### src/rtl/vga_debug_scanner.sv
// -----------------------------------------------------------------------------
// vga_debug_scanner
//
// Sweeps NUM_CH debug channels of DATA_W bits and renders each as upper-case
// hex text into the VGA text buffer, one character per clock. Each channel
// occupies NIB = DATA_W/4 digits followed by one space. Channels are laid out
// CH_PER_ROW per text row with a column pitch of FIELD_W characters.
//
// A sweep takes a coherent snapshot of all channels (and their valid bits) as
// it leaves SNAP, so input changes during the write phase never tear a frame.
// With freeze held, the previous snapshot is reused. Invalid channels render
// as dashes. CONTINUOUS=1 re-runs sweeps back to back; CONTINUOUS=0 runs one
// sweep per start pulse (pulses while busy are dropped).
//
// Ports
//   clk        : system clock (display write-port domain)
//   rst        : asynchronous reset, active low
//   ch_data    : flattened channel values, channel i at [i*DATA_W +: DATA_W]
//   ch_valid   : per-channel valid, 0 renders the channel as dashes
//   start      : one-shot sweep request (CONTINUOUS=0 only)
//   freeze     : 1 = reuse the previous snapshot at the next SNAP
//   wen        : text-buffer write enable
//   w_addr     : text-buffer address
//   w_data     : ASCII character
//   busy       : high from SNAP through the last write of a sweep
//   frame_done : one-cycle pulse once a sweep has completed
// -----------------------------------------------------------------------------
module vga_debug_scanner #(
   parameter int NUM_CH     = 16,
   parameter int DATA_W     = 32,
   parameter int ADDR_W     = 12,
   parameter int COLS       = 80,
   parameter int CH_PER_ROW = 4,
   parameter int FIELD_W    = 10,
   parameter int BASE_ADDR  = 0,
   parameter int CONTINUOUS = 1
) (
   input  logic                     clk,
   input  logic                     rst,
   input  logic [NUM_CH*DATA_W-1:0] ch_data,
   input  logic [NUM_CH-1:0]        ch_valid,
   input  logic                     start,
   input  logic                     freeze,
   output logic                     wen,
   output logic [ADDR_W-1:0]        w_addr,
   output logic [7:0]               w_data,
   output logic                     busy,
   output logic                     frame_done
);

   localparam int NIB   = DATA_W / 4;
   localparam int CH_W  = (NUM_CH > 1) ? $clog2(NUM_CH) : 1;
   localparam int NIB_W = $clog2(NIB + 1);

   if (DATA_W % 4 != 0) begin : g_bad_data_w
      $error("vga_debug_scanner: DATA_W must be a multiple of 4");
   end
   if (FIELD_W < NIB + 1) begin : g_bad_field_w
      $error("vga_debug_scanner: FIELD_W must be at least DATA_W/4 + 1");
   end
   if (NUM_CH < 1) begin : g_bad_num_ch
      $error("vga_debug_scanner: NUM_CH must be at least 1");
   end

   typedef enum logic [1:0] {
      S_IDLE  = 2'd0,
      S_SNAP  = 2'd1,
      S_WRITE = 2'd2,
      S_DONE  = 2'd3
   } state_t;

   // ASCII for one hex digit: '0'..'9' then 'A'..'F'
   function automatic logic [7:0] hex_char(input logic [3:0] nib);
      return (nib < 4'd10) ? (8'h30 + {4'h0, nib}) : (8'h37 + {4'h0, nib});
   endfunction

   // Text-buffer address of a channel/digit; wraps silently at ADDR_W bits
   function automatic logic [ADDR_W-1:0] char_addr(input logic [CH_W-1:0]  ch,
                                                   input logic [NIB_W-1:0] nib);
      return ADDR_W'(32'(BASE_ADDR)
                     + (32'(ch) / 32'(CH_PER_ROW)) * 32'(COLS)
                     + (32'(ch) % 32'(CH_PER_ROW)) * 32'(FIELD_W)
                     + 32'(nib));
   endfunction

   state_t                    state_q;
   logic                      start_q;
   logic [CH_W-1:0]           ch_idx_q;
   logic [CH_W-1:0]           ch_idx_d;
   logic [NIB_W-1:0]          nib_idx_q;
   logic [NIB_W-1:0]          nib_idx_d;
   logic [NUM_CH*DATA_W-1:0]  snap_q;
   logic [NUM_CH-1:0]         snap_vld_q;
   logic                      wen_q;
   logic [ADDR_W-1:0]         w_addr_q;
   logic [7:0]                w_data_q;
   logic                      busy_q;
   logic                      frame_done_q;

   logic                      last_char;
   logic                      use_live;
   logic [NUM_CH*DATA_W-1:0]  src_data;
   logic [NUM_CH-1:0]         src_valid;
   logic [DATA_W-1:0]         src_word;
   logic [3:0]                src_nib;
   logic [ADDR_W-1:0]         w_addr_d;
   logic [7:0]                w_data_d;

   // The separator of the final channel is the last character of a sweep
   assign last_char = (ch_idx_q == CH_W'(NUM_CH - 1)) && (nib_idx_q == NIB_W'(NIB));

   // Index of the character to be presented after the coming edge.
   // Digit NIB of each channel is the separator slot.
   always_comb begin
      ch_idx_d  = ch_idx_q;
      nib_idx_d = nib_idx_q;
      if ((state_q != S_WRITE) || last_char) begin
         ch_idx_d  = '0;
         nib_idx_d = '0;
      end else if (nib_idx_q == NIB_W'(NIB)) begin
         ch_idx_d  = ch_idx_q + CH_W'(1);
         nib_idx_d = '0;
      end else begin
         nib_idx_d = nib_idx_q + NIB_W'(1);
      end
   end

   // The first character leaves SNAP on the same edge that loads the snapshot,
   // so it is rendered straight from the live inputs unless frozen.
   assign use_live  = (state_q == S_SNAP) && !freeze;
   assign src_data  = use_live ? ch_data  : snap_q;
   assign src_valid = use_live ? ch_valid : snap_vld_q;
   assign src_word  = src_data[32'(ch_idx_d) * DATA_W +: DATA_W];

   // MSB nibble first; the shift overflows to zero on the separator slot,
   // whose value is not used.
   assign src_nib = 4'(src_word >> ((32'(NIB - 1) - 32'(nib_idx_d)) * 32'd4));

   assign w_data_d = (nib_idx_d == NIB_W'(NIB)) ? 8'h20 :
                     (src_valid[ch_idx_d] ? hex_char(src_nib) : 8'h2D);
   assign w_addr_d = char_addr(ch_idx_d, nib_idx_d);

   always_ff @(posedge clk or negedge rst) begin
      if (!rst) begin
         state_q      <= S_IDLE;
         start_q      <= 1'b0;
         ch_idx_q     <= '0;
         nib_idx_q    <= '0;
         snap_q       <= '0;
         snap_vld_q   <= '0;
         wen_q        <= 1'b0;
         w_addr_q     <= '0;
         w_data_q     <= '0;
         busy_q       <= 1'b0;
         frame_done_q <= 1'b0;
      end else begin
         frame_done_q <= 1'b0;
         // Requests are only latched while idle, so pulses during a sweep are lost
         start_q      <= start && (state_q == S_IDLE) && (CONTINUOUS == 0);

         case (state_q)
            S_IDLE: begin
               if ((CONTINUOUS != 0) || start_q) begin
                  state_q <= S_SNAP;
                  busy_q  <= 1'b1;
               end
            end

            S_SNAP: begin
               if (!freeze) begin
                  snap_q     <= ch_data;
                  snap_vld_q <= ch_valid;
               end
               ch_idx_q  <= ch_idx_d;
               nib_idx_q <= nib_idx_d;
               wen_q     <= 1'b1;
               w_addr_q  <= w_addr_d;
               w_data_q  <= w_data_d;
               state_q   <= S_WRITE;
            end

            S_WRITE: begin
               if (last_char) begin
                  wen_q   <= 1'b0;
                  busy_q  <= 1'b0;
                  state_q <= S_DONE;
               end else begin
                  ch_idx_q  <= ch_idx_d;
                  nib_idx_q <= nib_idx_d;
                  w_addr_q  <= w_addr_d;
                  w_data_q  <= w_data_d;
               end
            end

            S_DONE: begin
               ch_idx_q     <= '0;
               nib_idx_q    <= '0;
               frame_done_q <= 1'b1;
               state_q      <= S_IDLE;
            end

            default: begin
               state_q <= S_IDLE;
            end
         endcase
      end
   end

   assign wen        = wen_q;
   assign w_addr     = w_addr_q;
   assign w_data     = w_data_q;
   assign busy       = busy_q;
   assign frame_done = frame_done_q;

endmodule

### config.mk
export PLATFORM = sky130hd
export DESIGN_NAME = vga_debug_scanner
export DESIGN_NICKNAME = d
export VERILOG_FILES = /design/src/rtl/vga_debug_scanner.sv
export SDC_FILE = /design/constraint.sdc
export NUM_CORES = 1
export LEC_CHECK = 0
export BUFFER_PORTS_ARGS = -buffer_cell sky130_fd_sc_hd__buf_2
export CAP_MARGIN = 15
export CORE_MARGIN = 4
export CORE_UTILIZATION = 40
export CTS_BUF_LIST = sky130_fd_sc_hd__clkbuf_4
export CTS_CLUSTER_DIAMETER = 60
export DETAILED_ROUTE_END_ITERATION = 16
export PLACE_DENSITY = 0.58
export SETUP_SLACK_MARGIN = 0.5
export SYNTH_ARGS = -nofsm -noshare
export SYNTH_HDL_FRONTEND = slang
export SYNTH_SLANG_ARGS = --single-unit
### constraint.sdc
create_clock -name clk -period 6.1 [get_ports clk]
set_input_delay 1.525 -clock clk [delete_from_list [all_inputs] [get_ports clk]]
set_output_delay 1.525 -clock clk [all_outputs]
set_load 0.01 [all_outputs]
==> results.cfg <==
[status]
outcome = finished clean

[die]
die_height_um = 267
initial_core_util_pct = 40.6
dieArea_mm2 = 0.0712
coreArea_mm2 = 0.0661
dieWidth_um = 267
core.rowCount = 94
ios = 555

[timing]
finalHoldViolCount = 0
worst_slew_pin_slew_ns = 1.12
fin_crit_sh_pct = 86.4
timing.fmax_mhz = 190
rsz0062_at_grt = false
fin_crit_ns = 5.27
hold_ws_ns = 0.460
max-slew-margin-rel_pct = 25.0
fin_skew_ns = 0.0432
tns_ns = 0
setup_violations = 0
slew_violations = 0

[cts]
cts_hold_buf = 0
clockBufferDepth = 3
clk_latency_ns = 0.98
cts_buffers = 156
root_buffer = clkbuf_4
cts_setup_buffers = 0
cts_max_level = 4
clk_pin_slew_worst_paths_ns = 0.06
cts_tree = yes
cts_sinks = 557

[pwr]
power-per-cell-area_mw_per_mm2 = 247
leakagePower_nw = 17.4
peakVddDrop_uv = 141

[synth]
synth.largest_area_cell = dfrtp_1
ys_types = 83
synthTopCellsByArea = dfrtp_1 52%, nand2_1 20%, mux4_2 6.3%
synth_top_flop_cell = dfrtp_1
yosysSeqAreaShare_pct = 52.0
yosys-top-cells-count = 1424 x nand2_1, 557 x dfrtp_1, 83 x nor2_1
yosysMostFrequentCell = nand2_1
syn_area_mm2 = 0.0268
syn_inst = 2916
synth_edf_count = 0
synth_top_area_share_pct = 52.0
syn_avg_cell_area_um2 = 9.19
yosys_warnings = 0
synthArstFlopShare_pct = 100
ys_ff_latch = 557

[grt]
grtUsageMet1_pct = 36.5
globalRouteOverflowTotal = 0
grt_pass1_wl_mm = 146
grt_max_degree = 137
grt_pass1_vias = 23600
use_met2_pct = 44.7
track_usage_pct = 27.5
use_met3_pct = 6.54
top_usage_layer = met2
antenna_found_initial = 40

[worst_setup_path]
required_ns = 6.99
path_class = reg -> reg
worst_setup_path_start_kind = register
rr_startpoint = nib_idx_q[0]$_DFFE_PN0P_
cp_slowest_cell = a22oi_1
cp-startpoint = nib_idx_q[0]$_DFFE_PN0P_
cp_max_fo = 33
reg2reg_slack_ns = 0.83
cp-end-kind = register
timing.rr.end = w_data[2]$_DFFE_PN0P_
cp-endpoint = w_data[2]$_DFFE_PN0P_
critical_path_arrival_ns = 6.16
path_cells = inv_1 > ha_1 > and4b_1 > a31oi_4 > nand2_8 > inv_6 > buf_4 > mux2i_1 > o2111ai_1 > o311ai_0 > a22oi_1 > nor2_1 > inv_1 > ha_1 > o211ai_1 > or4b_1 > nand3_1
slowest_delay_ns = 0.49
worstRegToRegCells = 17

[route]
drt_first_iter_violations = 1856
first_pass_iters = 5
routed_wl_mm = 99.1
postRouteAntennaNets = 0
viasPerCell = 5.17
drc = 0
vias = 23400
wl_per_cell_um = 22.0

[finish]
seq_area_mm2 = 0.0139
area_growth_pct = 21.4
drive_above_1_share_pct = 28.5
multi_input_area_mm2 = 0.0118
fill_cells = 6481
fin_nets = 4057

[place]
io_buffers = 549
routabilityCongestion = 0.871
dp_hpwl_mm = 71.9

[worst_hold_path]
holdCritPathClass = reg -> reg

[run]
timing.max_cap.violations = 0
where the power goes:
part           switching [W]  leakage (nW)  internal, W
Sequential         0.0000477          7.14      0.00387
Combinational       0.000346          9.10     0.000272
Clock                0.00162          1.19      0.00187
Total                0.00201          17.4      0.00602
layer usage:
layer / vias to the layer above / routed length, µm
met1: 11400 / 41800
met3: 170 / 6800
li1: 11000 / -
met5: - / 126
met4: 18 / 2520
met2: 810 / 47800
cell usage in the layout (no fill, tap or decap), drive strengths merged, types with 7 or more instances in the layout:
cell type	netlist	final
nand2	1426	1426
buf	131	624
dfrtp	557	557
clkbuf	58	242
nor2	83	83
mux4	75	75
mux2i	70	70
mux2	60	60
o21ai	50	50
a21oi	40	40
inv	36	39
nor3	36	36
diode	0	30
o211ai	25	25
or3	21	21
clkinv	2	19
nand3	17	17
o22ai	15	15
o22a	15	15
a22oi	14	14
a31oi	13	13
ha	12	12
nand2b	12	12
a221oi	10	10
o2111ai	9	9
nand4	8	8
a211oi	7	7
xnor2	7	7
o311ai	7	7
registers in the layout (all words and copies together), names as in the netlist:
name        flops
state_q         2
frame_done      1
snap_vld_q     16
ch_idx_q        4
snap_q        512
wen             1
w_addr          9
nib_idx_q       4
w_data          7
busy            1
critical path, delay by kind of cell (launching register included):
kind / cells / cell delay, ns
buf+inv: 4 / 0.88
mux: 1 / 0.21
compound gates: 5 / 1.71
fa+ha+maj: 2 / 0.48
simple gates: 5 / 1.38
flops: 1 / 0.45
stage by stage:
stage,power [W],util [%],setup WS (ns),cells,instance area [µm²]
3_5_place_dp,0.00461,46.1,0.740,4218,30500
3_3_place_gp,0.00459,46.1,0.777,4218,30500
6_report,0.00803,49.2,0.831,4513,32600
2_1_floorplan,0.00423,-,1.49,2919,26800
5_1_grt,0.00841,49.2,0.537,4505,32500
4_1_cts,0.00812,49.1,0.816,4483,32500
worst min path at each step:
| stage | cells past startpoint | slack, ns | startpoint | endpoint |
|---|---|---|---|---|
| 3_3_place_gp | 2 | 0.45 | snap_q[329]$_DFFE_PN0N_ | snap_q[329]$_DFFE_PN0N_ |
| 5_1_grt | 2 | 0.47 | snap_q[291]$_DFFE_PN0N_ | snap_q[291]$_DFFE_PN0N_ |
| 3_5_place_dp | 2 | 0.45 | snap_q[362]$_DFFE_PN0N_ | snap_q[362]$_DFFE_PN0N_ |
| 4_1_cts | 2 | 0.47 | snap_q[494]$_DFFE_PN0N_ | snap_q[494]$_DFFE_PN0N_ |
| 6_report | 2 | 0.46 | snap_q[494]$_DFFE_PN0N_ | snap_q[494]$_DFFE_PN0N_ |
| 2_1_floorplan | 2 | 0.44 | snap_q[442]$_DFFE_PN0N_ | snap_q[442]$_DFFE_PN0N_ |
final cells by class:
type | count | area share [%]
Antenna cell | 30 | 0.231
Clock buffer | 242 | 5.58
Clock inverter | 23 | 0.488
Inverter | 38 | 0.461
Multi-Input combinational cell | 2135 | 36.2
Sequential cell | 557 | 42.8
Tap cell | 864 | 3.32
Timing Repair Buffer | 624 | 10.9
cells by family after synthesis:
| kind of cell | share of synthesized area (%) |
|---|---|
| simple gates | 24.0 |
| flops | 52.0 |
| compound gates | 7.25 |
| buf+inv | 4.34 |
| mux | 11.5 |
| fa+ha+maj | 0.635 |
| xor+xnor | 0.289 |
| other cells | 0.0140 |
repair_timing:
item | CTS | global route
hold endpoints to repair | 0 | 0
resized for setup | 0 | 1
setup endpoints to repair | 0 | 1
Note: power is estimated with default switching activity, not from simulation.
